[config.mk]
export PLATFORM = sky130hd
export DESIGN_NAME = nixie_scan_ctrl
export DESIGN_NICKNAME = d
export VERILOG_FILES = /design/src/rtl/nixie_scan_ctrl.sv
export SDC_FILE = /design/constraint.sdc
export NUM_CORES = 1
export LEC_CHECK = 0
export BUFFER_PORTS_ARGS = -buffer_cell sky130_fd_sc_hd__buf_2
export CORE_MARGIN = 4
export CORE_UTILIZATION = 60
export DETAILED_ROUTE_END_ITERATION = 7
export PLACE_DENSITY = 0.81
export RECOVER_POWER = 25
export SLEW_MARGIN = 40
export SYNTH_ARGS = -nofsm -noshare
export SYNTH_HDL_FRONTEND = slang
export SYNTH_SLANG_ARGS = --single-unit
[constraint.sdc]
create_clock -name Sys_CLK -period 4.6 [get_ports Sys_CLK]
set_input_delay 0.46 -clock Sys_CLK [delete_from_list [all_inputs] [get_ports Sys_CLK]]
set_output_delay 0.46 -clock Sys_CLK [all_outputs]
set_load 0.05 [all_outputs]
[src/rtl/nixie_scan_ctrl.sv]
// Time-multiplexed digit scanner with a frame-aligned pending/shadow buffer,
// blanking gaps between digits and leading-zero suppression.
module nixie_scan_ctrl #(
  parameter int DIGITS = 4,
  parameter int DIV    = 5000,
  parameter int BLANK  = 8
) (
  input  logic                Sys_CLK,
  input  logic                Sys_RST_N,
  input  logic                EN,
  input  logic [4*DIGITS-1:0] Data_BCD,
  input  logic [DIGITS-1:0]   DP_Mask,
  input  logic                LZ_Suppress,
  input  logic                Data_Valid,
  output logic                Data_Ready,
  output logic [DIGITS-1:0]   COM,
  output logic [7:0]          SEG,
  output logic                Frame_Done
);

  localparam int CMAX = (DIV > BLANK) ? DIV : BLANK;
  localparam int CW   = (CMAX > 1) ? $clog2(CMAX) : 1;
  localparam int IW   = $clog2(DIGITS);

  localparam logic [CW-1:0]     SHOW_LAST  = CW'(DIV - 1);
  localparam logic [CW-1:0]     BLANK_LAST = CW'(BLANK - 1);
  localparam logic [IW-1:0]     LAST_DIGIT = IW'(DIGITS - 1);
  localparam logic [DIGITS-1:0] ONE_HOT0   = DIGITS'(1);

  typedef enum logic [1:0] {S_IDLE, S_LOAD, S_SHOW, S_BLANK} state_t;

  state_t              state;
  logic [CW-1:0]       cnt;
  logic [IW-1:0]       idx;
  logic [IW-1:0]       next_idx;
  logic                pend_full;
  logic [4*DIGITS-1:0] pend_data;
  logic [4*DIGITS-1:0] shad_data;
  logic [DIGITS-1:0]   pend_dp;
  logic [DIGITS-1:0]   shad_dp;

  assign Data_Ready = ~pend_full;
  assign next_idx   = idx + 1'b1;

  function automatic logic [6:0] seven(input logic [3:0] nib);
    case (nib)
      4'd0:    seven = 7'b1111110;
      4'd1:    seven = 7'b0110000;
      4'd2:    seven = 7'b1101101;
      4'd3:    seven = 7'b1111001;
      4'd4:    seven = 7'b0110011;
      4'd5:    seven = 7'b1011011;
      4'd6:    seven = 7'b1011111;
      4'd7:    seven = 7'b1110000;
      4'd8:    seven = 7'b1111111;
      4'd9:    seven = 7'b1111011;
      default: seven = 7'b0000000;
    endcase
  endfunction

  // A digit is blanked only if it and every more significant digit are zero;
  // the decimal point is kept even on a blanked digit.
  function automatic logic [7:0] encode(input logic [IW-1:0]       sel,
                                        input logic [4*DIGITS-1:0] data,
                                        input logic [DIGITS-1:0]   dp,
                                        input logic                lz);
    logic [3:0] nib;
    logic       upper_zero;
    nib        = data[4*int'(sel) +: 4];
    upper_zero = 1'b1;
    for (int j = 0; j < DIGITS; j++) begin
      if (j > int'(sel) && data[4*j +: 4] != 4'd0) upper_zero = 1'b0;
    end
    if (lz && sel != '0 && nib == 4'd0 && upper_zero) encode = {7'b0000000, dp[sel]};
    else                                              encode = {seven(nib), dp[sel]};
  endfunction

  always_ff @(posedge Sys_CLK or negedge Sys_RST_N) begin
    if (!Sys_RST_N) begin
      state      <= S_IDLE;
      cnt        <= '0;
      idx        <= '0;
      pend_full  <= 1'b0;
      pend_data  <= '0;
      pend_dp    <= '0;
      shad_data  <= '0;
      shad_dp    <= '0;
      COM        <= '0;
      SEG        <= '0;
      Frame_Done <= 1'b0;
    end else begin
      Frame_Done <= 1'b0;
      if (Data_Valid && !pend_full) begin
        pend_data <= Data_BCD;
        pend_dp   <= DP_Mask;
        pend_full <= 1'b1;
      end
      if (!EN) begin
        state <= S_IDLE;
        cnt   <= '0;
        idx   <= '0;
        COM   <= '0;
        SEG   <= '0;
      end else begin
        case (state)
          S_IDLE: state <= S_LOAD;
          // Digit 0 must be encoded from the word becoming visible this frame.
          S_LOAD: begin
            if (pend_full) begin
              shad_data <= pend_data;
              shad_dp   <= pend_dp;
              pend_full <= 1'b0;
              SEG       <= encode('0, pend_data, pend_dp, LZ_Suppress);
            end else begin
              SEG       <= encode('0, shad_data, shad_dp, LZ_Suppress);
            end
            idx   <= '0;
            cnt   <= '0;
            COM   <= ONE_HOT0;
            state <= S_SHOW;
          end
          S_SHOW: begin
            if (cnt == SHOW_LAST) begin
              cnt   <= '0;
              COM   <= '0;
              SEG   <= '0;
              state <= S_BLANK;
            end else begin
              cnt <= cnt + 1'b1;
            end
          end
          S_BLANK: begin
            if (cnt == BLANK_LAST) begin
              cnt <= '0;
              if (idx == LAST_DIGIT) begin
                Frame_Done <= 1'b1;
                state      <= S_LOAD;
              end else begin
                idx   <= next_idx;
                COM   <= ONE_HOT0 << next_idx;
                SEG   <= encode(next_idx, shad_data, shad_dp, LZ_Suppress);
                state <= S_SHOW;
              end
            end else begin
              cnt <= cnt + 1'b1;
            end
          end
          default: state <= S_IDLE;
        endcase
      end
    end
  end

endmodule

Word-level counts from Yosys, hierarchy flattened:

Memories as Yosys holds them, arrays and structs flattened.
Index checks and enable logic that the tools add are counted.

* bits in registers: 71
* ROM bits: 336
* input port bits: 25
* output and inout port bits: 14
* logic and storage cells: 94
* memories: 3

Memories
* (no name shown): words 16, bits a word 7, read ports 1, clocked after Yosys merged registers in 0, write ports 0, RTL line 46 `case (nib)`
* (no name shown): words 16, bits a word 7, read ports 1, clocked after Yosys merged registers in 0, write ports 0, RTL line 46
* (no name shown): words 16, bits a word 7, read ports 1, clocked after Yosys merged registers in 0, write ports 0, RTL line 46

* add/sub/neg operators: 2
* $lt $le $gt $ge: 4
* equality and inequality tests: 11
* shift operators: 2
* muxes and demuxes: 42
* bitwise operators: 1
* reduce and logical (&&, ||, !) cells: 18

Operators with widths (number)
* 8-bit 2-to-1 mux: 6
* 13-bit 2-to-1 mux: 3
* 13-bit case mux with 3 select lines: 1
* 8-bit case mux with 3 select lines: 1
* 1-bit 2-to-1 mux: 16
* 4-bit 2-to-1 mux: 4
* 16-bit by 5-bit variable part select with 4-bit output: 1
* 2-bit 2-to-1 mux: 7
* 13-bit by 1-bit adder with 13-bit output, second input constant: 1
* 13-bit == test, second input constant: 1
* 13-bit by 3-bit == test with 1-bit output, second input constant: 1
* 4-bit case mux with 3 select lines: 1
* 4-bit nonzero test: 3
* 3-bit != test, second input constant: 3
* 2-bit case mux with 4 select lines: 1
* 1-bit logical AND: 7
* 2-bit == test, second input constant: 3
* 3-bit AND reduction: 2
* 2-bit greater-than comparator, first input constant: 2
* 4-bit logical NOT: 1
* 4-bit by 1-bit != test with 1-bit output, second input constant: 1
* 2-bit case mux with 2 select lines: 1
* 4-bit AND reduction: 1
* 1-bit by 2-bit left shift with 4-bit output, first input constant: 1
* 11 further kinds: 11

Depth between registers and ports, before layout:

* depth in word-level cells: 16
* mapped depth: 11
* depth with buffers taken out: 9

Worst setup path after synthesis:

No wires, ideal clock.

* kind: register -> register
* start: register idx[0]
* end: register SEG[3]
* arrival time: 2960 ps
* required time: 4480 ps
* path slack: 1520 ps
* stages on the path, launching flop included: 11
* period minus slack after synthesis: 3080 ps
* path through: dfrtp_1 -> clkbuf_1 -> inv_1 -> ha_1 -> clkbuf_1 -> mux4_2 -> inv_1 -> ha_1 -> nand3b_1 -> or4_1 -> a31o_2

* longest elaborated chain between the ends: 16

RTL lines
* start, declared: RTL line 34 `logic [IW-1:0] idx;`
* start signal, assigned: RTL line 139 `idx <= next_idx;`
* 2-bit by 1-bit adder with 2-bit output: RTL line 43 `assign next_idx = idx + 1'b1;`
* 1-bit by 2-bit greater-than comparator with 1-bit output: RTL line 72 `if (j > int'(sel) && data[4*j +: 4] != 4'd0) upper_zero = 1'b0;`
* 1-bit logical AND: RTL line 72
* 1-bit 2-to-1 mux (3 in a row): RTL line 72
* 1-bit 2-to-1 mux: RTL line 135 `if (idx == LAST_DIGIT) begin`
* 1-bit 2-to-1 mux: RTL line 133 `if (cnt == BLANK_LAST) begin`
* 1-bit 2-to-1 mux: RTL line 105 `case (state)`
* 1-bit 2-to-1 mux: RTL line 98 `if (!EN) begin`
* 1-bit logical AND: RTL line 74 `if (lz && sel != '0 && nib == 4'd0 && upper_zero) encode = {7'b0000000, dp[sel]};`
* 8-bit 2-to-1 mux: RTL line 74
* 8-bit 2-to-1 mux: RTL line 135
* 8-bit 2-to-1 mux: RTL line 133
* 8-bit case mux with 3 select lines: RTL line 105
* 8-bit 2-to-1 mux: RTL line 98
* end signal, assigned: RTL line 113 `SEG <= encode('0, pend_data, pend_dp, LZ_Suppress);`
* end signal, assigned: RTL line 115 `SEG <= encode('0, shad_data, shad_dp, LZ_Suppress);`
* end signal, assigned: RTL line 141 `SEG <= encode(next_idx, shad_data, shad_dp, LZ_Suppress);`
* end, declared: RTL line 17 `output logic [7:0] SEG,`

Several ways; a longest one is shown, not always the timed one. The select of a mux whose other input is x is not followed.
A chain may end at the register's enable or synchronous reset.

Final worst setup path:

* start: register idx[0]
* end: register SEG[7]

The elaborated chain is that of the path after synthesis.

==> flow_summary_export.csv <==
group,metric,value,unit
status,outcome,"finished clean",
final_layout,utilization,70.8,%
sta,final-max-slew-violation-count,0,
grt,pin_count_of_the_biggest_net_entering_global_routing,51,
pwr,pwr_dens,517,nW/um^2
final_layout,area_growth,11.7,%
place,dp_hpwl,5660,um
floorplan,floorplan.io_pins,39,
critical_path,arrival_time_at_the_worst_endpoint,3.32,ns
floorplan,die_area,7740,sq um
synth,synth_cell_type_count,54,
sta,maxSlewHeadroom,21.7,%
clocking,clockRootBuffer,"clkbuf_8",
critical_path,cp_cell_sequence,"inv_1, ha_1, mux4_2, inv_1, ha_1, nand3b_1, or4_1, nand3_2, o21ai_1",
place,placement.cell_area,4080,sq um
drt,detailed_router_iteration_count_before_antenna_repair,4,
critical_path,worst_setup_path_end_kind,"flip-flop",
sta,hold_viol,0,
clocking,cts_repair_resize_count,0,
sta,worst-slew-pin-transition,1.17,ns
critical_path,critPathMaxFanout,10,
sta,finalClockSkew,0.00828,ns
floorplan,dieWidth,88,um
critical_path,critPathLaunchType,"flip-flop",
final_layout,regArea,1780,sq um
drt,route.detailed.wl_per_inst,16.6,um
synth,yosys-top-cells-count,"dfrtp_1, mux2_2, nand2_1, ha_1",
clocking,number_of_buffers_created_by_cts,9,
sta,max_clock_freq,324,MHz
synth,synthArstFlopShare,100,%
sta,totalNegativeSetupSlack,0,ns
drt,drt_drc_violations_left,0,
clocking,tritoncts,"built",
clocking,clkSinkCount,71,
critical_path,worst_path_max_delay_cell,"mux4_2",
floorplan,initial_utilization,63.4,%
synth,synthDominantCellAreaShare,46.3,%
final_layout,area_taken_by_multi_input_logic_gates,1950,sq um
critical_path,timing.critical_path.slowest_cell_delay,0.60,ns
clocking,clk_pin_slew,0.08,ns
sta,finalSetupViolations,0,
critical_path,critical_path_required,4.83,ns
synth,netlist_instances,353,
synth,syn-cell-area,3840,sq um
grt,globalRoute.totalOverflow,0,
place,port-buffer-count,38,
min_path,min-delay-path-class,"input port to flip-flop",
critical_path,worst-setup-path-type,"flip-flop to flip-flop",
floorplan,die_h,88,um
clocking,post_cts_hold_buffer_count,0,
final_layout,layout-drive-gt1-share,28.6,%
pwr,leakagePower,1.97,nW
floorplan,core.rowCount,28,
synth,synth-main-ff-cell,"dfrtp_1",
grt,grt_antenna_before_repair,0,
clocking,clock_path_buffers,2,
drt,ant_nets,0,
job,cap_violations,0,
synth,synth.ff_latch_count,71,
grt,global_route.usage.total,21.6,%
drt,via_count,2792,
synth,netlist_top_cells_area,"dfrtp_1, mux2_2, ha_1",
final_layout,n_fill_cell,457,
synth,synthMostInstantiatedCell,"dfrtp_1",
clocking,worst_skew_pair.late_latency,0.35,ns
synth,synth_largest_area_cell,"dfrtp_1",
drt,routed_via_density,5.98,
sta,rsz0062_at_grt,"false",
place,routabilityCongestion,0.852,
grt,grt_pass1_wl,12900,um
final_layout,design_area,4290,sq um
synth,syn_area_per_cell,10.9,sq um
drt,detail_route.wirelength,7770,um
drt,drt_iter0_drc,129,
sta,final.period_utilization,67.1,%
synth,synth_seq_area_share,46.3,%
clocking,cts_setup_buffers,0,
sta,period_needed,3.09,ns
pwr,max-vdd-ir-drop,0.000314,V
synth,syn_nets,398,
critical_path,critPathTopFamily,"simple AND/OR/NAND/NOR gates",
final_layout,final_net_count,432,
final_layout,n_antenna_cell,0,
grt,via_count_of_the_first_global_routing_pass,2716,
clocking,cts_htree_levels,3,
critical_path,cp.buffers_inverters,2,
synth,synth_enable_flop_cells,0,
floorplan,floorplan_core_area,6060,sq um
sta,worst_hold_slack_after_final_layout,0.305,ns
synth,synthesis.yosys.warnings,0,
[per-layer routing]
layer	vias to the layer above	wire (um)	GRT usage [%]
li1	1351	-	-
met1	1357	3510	29.1
met2	71	3740	34.5
met3	13	404	3.86
met4	0	116	9.48
met5	-	0	0
[power breakdown]
part           internal, W  switching (W)
combinational     0.000344       0.000378
clock             0.000264       0.000238
sequential        0.000812       0.000184
total              0.00142       0.000800
[worst min-delay path: cells and delay by family]
family	cells	cell delay, ns
compound gates	1	0.06
simple gates	1	0.03
buf+inv	1	0.08
[layout make-up]
type	instances	area share (%)
sequential	71	41.4
clock inverter	5	1.34
inverter	19	1.66
multi-input combinational	246	45.3
clock buffer	11	3.30
timing repair buffer	40	4.75
tap	75	2.19
[through the flow]
stage | cells | worst slack, ns | power, W
floorplan | 353 | 1.52 | 0.00151
global placement | 451 | 1.67 | 0.00168
detailed placement | 451 | 1.51 | 0.00173
CTS | 467 | 1.51 | 0.00223
global route | 467 | 1.31 | 0.00236
finish | 467 | 1.51 | 0.00222
[cells by family (layout without fill, tap and decap cells)]
group / count (synthesis) / count (layout) / synth area share (%)
AOI/OAI and AO/OA: 78 / 78 / 13.5
xor gates and xnor gates: 5 / 5 / 1.14
adders and majority gates: 20 / 20 / 6.52
buffers and inverters: 36 / 75 / 3.62
DFF: 71 / 71 / 46.3
muxes: 49 / 49 / 15.6
and+or+nand+nor: 94 / 94 / 13.4
[path summary, 6_finish.rpt]
check	startpoint	end	slack (ns)	cells after the start
max	idx[0]$_DFFE_PN0P_	SEG[7]$_DFFE_PN0P_	1.51	9
min	Data_BCD[0]	pend_data[0]$_DFFE_PN0P_	0.30	3
max reg2reg	idx[0]$_DFFE_PN0P_	SEG[7]$_DFFE_PN0P_	1.51	9
min reg2reg	COM[0]$_DFFE_PN0P_	COM[0]$_DFFE_PN0P_	0.48	1
max in group asynchronous	Sys_RST_N	pend_dp[1]$_DFFE_PN0P_	3.03	2
min in group asynchronous	Sys_RST_N	COM[1]$_DFFE_PN0P_	0.32	1
[sequential cells by signal (all words and copies together), names as in the netlist, 4 cells and up]
name       count
COM            4
SEG            8
cnt           13
pend_data     16
pend_dp        4
shad_data     16
shad_dp        4
[cell usage in the layout, fill, tap and decap left out, types with 3 or more instances in the layout]
master / n
nand2_1: 25
inv_1: 19
o21ai_1: 6
ha_1: 20
mux2i_1: 7
mux4_2: 5
dfrtp_1: 71
o21ai_0: 19
or3_1: 4
nand2b_1: 8
buf_2: 37
or4_1: 3
mux2_2: 37
a21o_1: 5
or2_2: 3
clkinvlp_4: 3
nand4_1: 3
xnor2_1: 3
nor2_1: 13
a22o_1: 6
nand3_1: 11
nor3_1: 3
nor3b_1: 4
clkbuf_8: 10
a32oi_1: 5
nor3_2: 3
a21oi_1: 16
(Power assumes the default switching activity.)
